<file path="config.mk">
export PLATFORM = sky130hd
export DESIGN_NAME = switch_debouncer
export DESIGN_NICKNAME = d
export VERILOG_FILES = /design/src/rtl/debounce_pkg.sv /design/src/rtl/sync_2ff.sv /design/src/rtl/switch_debouncer.sv
export SDC_FILE = /design/constraint.sdc
export NUM_CORES = 1
export LEC_CHECK = 0
export ABC_AREA = 1
export CAP_MARGIN = 10
export CORE_AREA = 2 2 39 41
export DETAILED_ROUTE_END_ITERATION = 10
export DIE_AREA = 0 0 41 43
export PLACE_DENSITY = 0.59
export SYNTH_ARGS = -nofsm -noshare
export SYNTH_HDL_FRONTEND = slang
export SYNTH_SLANG_ARGS = --single-unit
export TNS_END_PERCENT = 5
</file>
<file path="constraint.sdc">
create_clock -name clk -period 1.15 [get_ports clk]
set_clock_uncertainty 0.2 [all_clocks]
set_input_delay 0.23 -clock clk [delete_from_list [all_inputs] [get_ports clk]]
set_output_delay 0.23 -clock clk [all_outputs]
set_load 0.005 [all_outputs]
</file>
<file path="src/rtl/debounce_pkg.sv">
// Shared definitions for the switch debouncer and related input-conditioning
// stages: FSM state encodings and the default qualification length.
package debounce_pkg;

    // Debouncer FSM states: STABLE while dout matches the input, COUNT while
    // a candidate new level is being qualified.
    typedef enum logic {
        ST_STABLE = 1'b0,
        ST_COUNT  = 1'b1
    } state_t;

    // Default number of consecutive synchronized samples needed to accept a
    // new level.
    localparam int DEFAULT_STABLE_CYCLES = 16;

endpackage

</file>
<file path="src/rtl/sync_2ff.sv">
// Two-flop synchronizer for a single asynchronous level into the clk domain.
// Reusable by any stage that samples an external, unclocked signal.
module sync_2ff (
    input  logic clk,
    input  logic rst,
    input  logic d,
    output logic q
);

    logic meta;

    // Two back-to-back flops; the first may go metastable, the second settles it.
    always_ff @(posedge clk or posedge rst) begin
        if (rst) begin
            meta <= 1'b0;
            q    <= 1'b0;
        end else begin
            meta <= d;
            q    <= meta;
        end
    end

endmodule

</file>
<file path="src/rtl/switch_debouncer.sv">
// Switch/button debouncer: synchronizes a raw level, then accepts a new level
// only after STABLE_CYCLES consecutive synchronized samples disagree with the
// current output. A shorter mismatch is rejected as a glitch.
// Optional build macro SWITCH_DEBOUNCER_EDGE_PULSE_EN enables the registered
// rise/fall pulses; without it rise and fall are constant 0.
module switch_debouncer
    import debounce_pkg::*;
#(
    parameter int STABLE_CYCLES = DEFAULT_STABLE_CYCLES
) (
    input  logic clk,
    input  logic rst,
    input  logic din,
    output logic dout,
    output logic rise,
    output logic fall,
    output logic busy
);

    localparam int CNT_W = $clog2(STABLE_CYCLES + 1);
    localparam logic [CNT_W-1:0] CNT_LAST = CNT_W'(STABLE_CYCLES - 1);
    localparam logic [CNT_W-1:0] CNT_ONE  = CNT_W'(1);

    logic             din_s;
    state_t           state, state_n;
    logic [CNT_W-1:0] cnt, cnt_n;
    logic             dout_q, dout_n;
    logic             accept;

    sync_2ff u_sync (
        .clk (clk),
        .rst (rst),
        .d   (din),
        .q   (din_s)
    );

    // State, mismatch counter and debounced output register.
    always_ff @(posedge clk or posedge rst) begin
        if (rst) begin
            state  <= ST_STABLE;
            cnt    <= '0;
            dout_q <= 1'b0;
        end else begin
            state  <= state_n;
            cnt    <= cnt_n;
            dout_q <= dout_n;
        end
    end

    // Next-state logic: count consecutive mismatching samples, drop back on
    // any agreeing sample, accept the new level on the last counted sample.
    // cnt stops at STABLE_CYCLES-1 and is cleared on acceptance, so it never wraps.
    always_comb begin
        state_n = state;
        cnt_n   = cnt;
        dout_n  = dout_q;
        accept  = 1'b0;
        case (state)
            ST_STABLE: begin
                cnt_n = '0;
                if (din_s != dout_q) begin
                    state_n = ST_COUNT;
                    cnt_n   = CNT_ONE;
                end
            end
            ST_COUNT: begin
                if (din_s == dout_q) begin
                    state_n = ST_STABLE;
                    cnt_n   = '0;
                end else if (cnt == CNT_LAST) begin
                    state_n = ST_STABLE;
                    cnt_n   = '0;
                    dout_n  = din_s;
                    accept  = 1'b1;
                end else begin
                    cnt_n = cnt + CNT_ONE;
                end
            end
            default: begin
                state_n = ST_STABLE;
                cnt_n   = '0;
            end
        endcase
    end

    assign dout = dout_q;
    assign busy = (state == ST_COUNT);

`ifdef SWITCH_DEBOUNCER_EDGE_PULSE_EN
    logic rise_q, fall_q;

    // Edge pulses registered on the same edge that updates dout.
    always_ff @(posedge clk or posedge rst) begin
        if (rst) begin
            rise_q <= 1'b0;
            fall_q <= 1'b0;
        end else begin
            rise_q <= accept & din_s;
            fall_q <= accept & ~din_s;
        end
    end

    assign rise = rise_q;
    assign fall = fall_q;
`else
    // Edge pulses disabled: ports kept, driven constant.
    assign rise = 1'b0;
    assign fall = 1'b0;
`endif

endmodule

</file>
; Yosys cells after proc, flatten, opt, wreduce, memory -nomap -nowiden
; Cells that the tools add are included.
[op_classes]
bitwise = 2
add_sub_neg = 1
n_reduce_logical = 1
muxes = 8
eq_ne = 3
[op_table]
columns = cell, n
row1 = 5-bit two-way mux, 2
row2 = 5-bit case mux with 2 select lines, 1
row3 = 5-bit by 1-bit adder with 5-bit output (second input constant), 1
row4 = 5-bit by 4-bit equality test with 1-bit output (second input constant), 1
row5 = 1-bit two-way mux, 4
row6 = 3-bit AND reduction, 1
row7 = 1-bit NOT, 2
row8 = 1-bit case mux with 2 select lines, 1
row9 = 1-bit equality test, 1
row10 = 1-bit != test, 1
[word_totals]
regBits = 9
word_cells = 20
in_bits = 3

; Logic depth before layout (Yosys ltp)
; Gate-level depths: netlist of the first run.
[logic_depth]
depth_word = 4
depth_mapped = 6
mapped_depth_nobuf = 6

; By module
; A second synthesis of the first run with hierarchy kept.
[unflattened]
hier_cells = 47
area_unflattened_um2 = 412.9
[modules_own_cells]
columns = mod, n_inst, cells_each, area_per_inst_um2
row1 = switch_debouncer, 1, 44, 359.1
row2 = sync_2ff, 1, 3, 53.8

; Worst setup path after synthesis of the first run
; OpenSTA, ideal clock, no wires.
[synth_timing]
kind = register -> register
startpoint = register cnt[0]
endpoint = register dout_q (netlist: dout)
path_slack_ps = -66
period_less_slack_ps = 1216
stages_incl_launch_ff = 7
t_arrival_ps = 899
path_buffers = 0
cell_sequence = dfrtp_1 > ha_1 > nand2_2 > nor2_4 > nand3_2 > nand2_1 > nand2_1
[synth_via]
elab_chain_cells = 2
[synth_lines]
columns = item, line
row1 = "start, declared", switch_debouncer.sv:26  ; logic [CNT_W-1:0] cnt, cnt_n;
row2 = "start signal, assigned", switch_debouncer.sv:45  ; cnt <= cnt_n;
row3 = 5-bit by 4-bit equality test with 1-bit output, switch_debouncer.sv:70  ; end else if (cnt == CNT_LAST) begin
row4 = 3-bit AND reduction (no source line), --
row5 = "end signal, assigned", switch_debouncer.sv:46  ; dout_q <= dout_n;
row6 = "end, declared", switch_debouncer.sv:27  ; logic dout_q, dout_n;
; No other way between the ends.
; A chain may end at the register's enable or synchronous reset.

; Worst setup path after layout of the first run
[layout_timing]
startpoint = register cnt[0]
endpoint = register cnt[0]
[layout_via]
elab_chain_cells = 4
word_cells_on_any_way = 5
classes_between = add/sub: 1 / eq/ne: 1 / mux: 3
[layout_lines]
columns = item, line
row1 = 5-bit by 1-bit adder with 5-bit output / 5-bit by 4-bit equality test with 1-bit output (equally long branches), "switch_debouncer.sv:76, switch_debouncer.sv:70"
row2 = 5-bit two-way mux (*), switch_debouncer.sv:70
row3 = 5-bit two-way mux (*), switch_debouncer.sv:67  ; if (din_s == dout_q) begin
row4 = 5-bit case mux with 2 select lines (*), switch_debouncer.sv:58  ; case (state)
row5 = via cnt_n[0], switch_debouncer.sv:26
; Mark *: on every way through the listed nets, which the timed path passes. The rest lies on a longest branch.

==> results.toml, run 1 <==
[run_status]
status = "finished, violations left"
failed_checks = "negative setup slack"

[synthesis]
ys_ff_latch = 9
yosys_warnings = 0
synthFlopType = "dfrtp_1"
synth_top_area_cell = "dfrtp_1"
synth_top_area_share_pct = 55.0
synth_most_common_cell = "nand2_1"
synth_area_leaders = "dfrtp_1, nand2_1, inv_1"
synthArstFlopShare_pct = 100
ys_types = 13
syn-cell-area_um2 = 409
synth_enable_flop_cells = 0
yosysSeqAreaShare_pct = 55.0
synth_cells = 46
syn_avg_cell_area_um2 = 8.89
synth_commonest_cells = "nand2_1, dfrtp_1, inv_1"

[floorplan]
initial_utilization_pct = 29.6
chipWidth_um = 41
die_area_mm2 = 0.00176
rows = 14
fp.dieH_um = 43
io-pin-count = 7
core_mm2 = 0.00138

[placed_design]
gp_congestion = 0.729
port_buffers = 4
hpwl_um = 495
dpl-instance-area_um2 = 515

[sta]
timing.final.ws_setup_ns = -0.142
final_max_slew_viol_count = 0
fmax_ghz = 0.774
min_period_ns = 1.29
final_hold_viol_count = 0
hold_slack_ns = 0.0649
rsz0062_at_grt = "true"
fin_tns_setup_ns = -0.792
fin_crit_sh_pct = 112
setup_violations = 9

[detailed_routing]
viasPerCell = 4.04
drtIter0Drc = 5
wirelength_um = 707
vias = 311
ant_nets = 0
wire_per_inst_um = 9.18
drt_pre_antenna_iters = 2
drcViolationCount = 0

[worst_hold_path]
hold_class = "primary input to asynchronous set/reset pin"

[final_layout]
fin_nets = 66
n_antenna_cell = 0
layout-drive-gt1-share_pct = 41.0
area_growth_pct = 39.8
fin_util_pct = 41.3
nFillCells = 135
multi_input_area_um2 = 164
register_area_um2 = 225
final_design_area_no_fill_um2 = 572

[power_and_ir_drop]
power_density_mw_per_mm2 = 1100
peakVddDrop_uv = 574
leakagePower_nw = 0.296
power.total_mw = 0.627

[setup_path]
crit_path_frequent_cell = "nand2_2"
critPathMaxFanout = 4
worst_path_dominant_cell_family = "simple AND/OR/NAND/NOR gates"
end_kind = "register"
cp.required_ns = 1.10
cpPeakStageDelay_ns = 0.36
crit_slowest_cell = "dfrtp_1"
crit_chain = "ha_2 -> nand2_2 -> nor2_4 -> nand3_2 -> nand2_2 -> nor2_1"
cp.buffers_inverters = 0
critPathKind = "register to register"
cp-start-kind = "register"
cp_data_arrival_time_ns = 1.24

[grt]
grt_pass1_vias = 273
track_usage_pct = 9.67
grt_overflow_total = 0
grt_start_max_net_pins = 10
antenna_found_initial = 0
grt_pass1_wl_um = 1060

[clocking]
htreeDepth = 1
cts_buffer_depth = 2
cts_tree = "yes"
cts_buffers = 3
clk_pin_slew_worst_paths_ns = 0.06
clk_latency_ns = 0.25
clock_sinks = 9
cts-root-buf = "clkbuf_4"

[run]
cap_violations = 0
-- through the flow --
stage / setup slack [ns] / cells
after global placement: -0.104 / 71
after global routing: -0.223 / 77
after CTS: -0.131 / 75
after floorplan: -0.0663 / 47
after detailed placement: -0.127 / 71
final: -0.142 / 77
-- flip-flops by register name (all words and copies together) (netlist names) --
name / count
busy: 1
u_sync.meta: 1
dout: 1
cnt: 5
u_sync.q: 1
-- cell type report --
type,count,area share (%)
sequential,9,39.4
inverter,9,5.91
multi-input combinational,27,28.7
clock buffer,4,4.60
tap,16,3.50
timing repair buffer,12,17.9
-- power breakdown --
part / internal, mW / switching (mW)
combinational: 0.0312 / 0.0306
clock: 0.133 / 0.100
sequential: 0.327 / 0.00558
total: 0.491 / 0.136
-- tightest hold or removal path: stages --
cell	delay [ns]
clkdlybuf4s50_1	0.39
inv_1	0.09
buf_12	0.13
-- placed cells by master, fill, tap and decap left out --
cell and instances:
buf_12 1, buf_4 7, clkbuf_1 1, clkbuf_2 2
clkbuf_4 3, clkdlybuf4s50_1 2, conb_1 2, dfrtp_1 9
ha_2 1, inv_1 8, inv_2 1, nand2_1 7
nand2_2 5, nand3_1 1, nand3_2 2, nand4_1 2
nor2_1 4, nor2_4 1, nor3_2 2
-- timing repair --
| item | in CTS | in global routing |
|---|---|---|
| gates resized for setup | 11 | 3 |
| setup buffers | 1 | 2 |
| pin swaps | 4 | 2 |
| hold buffers | 0 | 0 |
| endpoints found under the setup margin | 9 | 9 |
| hold endpoints to repair | 0 | 0 |
-- metal layers --
layer,wire (um),track usage [%],vias to the layer above
li1,-,-,165
met1,303,10.4,139
met2,371,13.4,5
met3,16,3.14,2
met4,14,10.0,0
met5,0,0,-
-- worst paths after layout --
kind	from	end	slack [ns]	cells past startpoint
max	cnt[0]$_DFF_PP0_	cnt[0]$_DFF_PP0_	-0.14	6
max reg2reg	cnt[0]$_DFF_PP0_	cnt[0]$_DFF_PP0_	-0.14	6
max in group asynchronous	rst	cnt[3]$_DFF_PP0_	0.59	3
min in group clk	u_sync.meta$_DFF_PP0_	u_sync.q$_DFF_PP0_	0.16	0
min reg2reg	u_sync.meta$_DFF_PP0_	u_sync.q$_DFF_PP0_	0.16	0
min	rst	dout$_DFFE_PP0P_	0.06	3
-- logic make-up (layout without fill, tap and decap cells) --
kind of cell	Yosys count	count (layout)	share of synthesized area [%]
buffers and inverters	11	25	11.9
DFF	9	9	55.0
adders and majority gates	1	1	3.06
other	1	2	0.917
and+or+nand+nor	24	24	29.1
Power figures use the tool's default switching activity.
==> inputs of run 2 (changes only) <==
--- a/config.mk
+++ b/config.mk
@@ -11,6 +11,8 @@
 export DETAILED_ROUTE_END_ITERATION = 10
 export DIE_AREA = 0 0 41 43
 export PLACE_DENSITY = 0.59
+export REMOVE_ABC_BUFFERS = 1
+export SLEW_MARGIN = 20
 export SYNTH_ARGS = -nofsm -noshare
 export SYNTH_HDL_FRONTEND = slang
 export SYNTH_SLANG_ARGS = --single-unit
==> results.toml, run 2 (same netlist as run 1, synthesis figures left out) <==
[floorplan]
rows = 14
initial_utilization_pct = 29.6
io-pin-count = 7
fp.dieH_um = 43
core_mm2 = 0.00138
die_area_mm2 = 0.00176
chipWidth_um = 41

[final_layout]
area_growth_pct = 32.4
top_register = "cnt"
multi_input_area_um2 = 161
n_antenna_cell = 0
layout-drive-gt1-share_pct = 35.6
register_area_um2 = 225
nFillCells = 147
fin_util_pct = 39.2
largest_reg_flops = 5
final_cell_mix = "inv_1, dfrtp_1, nand2_1"
fin_nets = 64

[placed_design]
port_buffers = 4
place_ws_ns = -0.124
hpwl_um = 471
gp_congestion = 0.670

[run_status]
status = "finished, violations left"
failed_checks = "negative setup slack"

[setup_path]
cp-start-kind = "register"
end_kind = "register"
cp_data_arrival_time_ns = 1.20
crit_chain = "ha_2 -> nand2_2 -> nor2_4 -> nand3_2 -> nand2_1 -> nand2_1"
cpPeakStageDelay_ns = 0.35
cp.buffers_inverters = 0
worst_path_dominant_cell_family = "simple AND/OR/NAND/NOR gates"
critPathMaxFanout = 4
cp.required_ns = 1.10
critPathKind = "register to register"
crit_path_frequent_cell = "nand2_1"
crit_slowest_cell = "dfrtp_1"

[sta]
final_max_slew_viol_count = 0
timing.final.ws_setup_ns = -0.103
hold_slack_ns = 0.0233
rsz0062_at_grt = "true"
min_period_ns = 1.25
final_hold_viol_count = 0
fmax_ghz = 0.798
fin_crit_sh_pct = 109
fin_tns_setup_ns = -0.618
setup_violations = 8

[power_and_ir_drop]
power_density_mw_per_mm2 = 1170
combPwrFrac_pct = 8.6
leakagePower_nw = 0.280
swShare_pct = 23.1
peakVddDrop_uv = 540
seqPwrFrac_pct = 52.5
power.total_mw = 0.632
p_switching_mw = 0.146
internal-power_mw = 0.486
pwr-share-clk_pct = 38.9

[run]
cap_violations = 0

[grt]
grt_overflow_total = 0
grt_start_max_net_pins = 10
grt_pass1_vias = 314
grt_pass1_wl_um = 1200
antenna_found_initial = 0
track_usage_pct = 11.4

[detailed_routing]
drcViolationCount = 0
wirelength_um = 691
viasPerCell = 4.16
drt_pre_antenna_iters = 1
wire_per_inst_um = 9.21
ant_nets = 0
drtIter0Drc = 0
vias = 312

[clocking]
htreeDepth = 1
clk_pin_slew_worst_paths_ns = 0.07
clock_sinks = 9
hold_buffers = 0
cts-root-buf = "clkbuf_4"
cts_buffer_depth = 2
clk_latency_ns = 0.26
cts_buffers = 3
cts_tree = "yes"

[worst_hold_path]
hold_class = "primary input to asynchronous set/reset pin"
run 2: changes by cell type in the layout (fill, tap and decap cells not counted):
cell / change
nand2_2: -1
inv_1: +1
buf_12: -1
nand2_1: +1
buf_4: -1
clkbuf_2: -2
inv_2: -1
buf_2: +2
run 2: worst paths after layout:
path / start / end / slack, ns / cells after the start
min in group clk: u_sync.meta$_DFF_PP0_ / u_sync.q$_DFF_PP0_ / 0.16 / 0
max: cnt[0]$_DFF_PP0_ / dout$_DFFE_PP0P_ / -0.10 / 6
max reg2reg: cnt[0]$_DFF_PP0_ / dout$_DFFE_PP0P_ / -0.10 / 6
min reg2reg: u_sync.meta$_DFF_PP0_ / u_sync.q$_DFF_PP0_ / 0.16 / 0
min: rst / cnt[0]$_DFF_PP0_ / 0.02 / 2
max in group asynchronous: rst / cnt[4]$_DFF_PP0_ / 0.47 / 2
run 2: final cells by class:
cell class	count	area share, %
Multi-Input combinational cell	27	29.8
Clock buffer	4	4.85
Tap cell	16	3.70
Timing Repair Buffer	10	13.9
Sequential cell	9	41.6
Inverter	9	6.24
run 2: worst register-to-register path, stage by stage (launching register included):
cell and delay [ns]:
dfrtp_1 0.35, ha_2 0.19, nand2_2 0.07, nor2_4 0.13, nand3_2 0.09, nand2_1 0.06, nand2_1 0.04
run 2: stage by stage:
stage               instances  instance area [um2]
global placement           70                  495
global route               75                  542
floorplan                  45                  398
CTS                        75                  542
detailed placement         70                  495
finish                     75                  542
run 2: repair_timing:
| action | 4_1_cts | 5_1_grt |
|---|---|---|
| setup buffers | 2 | 0 |
| gates cloned | 0 | 0 |
| pin swaps | 3 | 1 |
| resized for setup | 14 | 0 |
| endpoints found under the setup margin | 9 | 9 |
run 2: power groups by stage:
stage / registers, mW / clock network, mW / logic, mW
floorplan: 0.340 / 0 / 0.0215
global placement: 0.337 / 0 / 0.0493
detailed placement: 0.337 / 0 / 0.0496
CTS: 0.331 / 0.256 / 0.0547
global route: 0.333 / 0.273 / 0.0622
finish: 0.332 / 0.246 / 0.0543
run 2: per-layer routing:
layer / GRT usage, % / vias to the layer above / share of wire [%]
li1: - / 161 / -
met1: 11.7 / 144 / 41
met2: 15.6 / 5 / 52
met3: 4.71 / 2 / 4.5
met4: 12.0 / 0 / 2.7
met5: 0 / - / 0
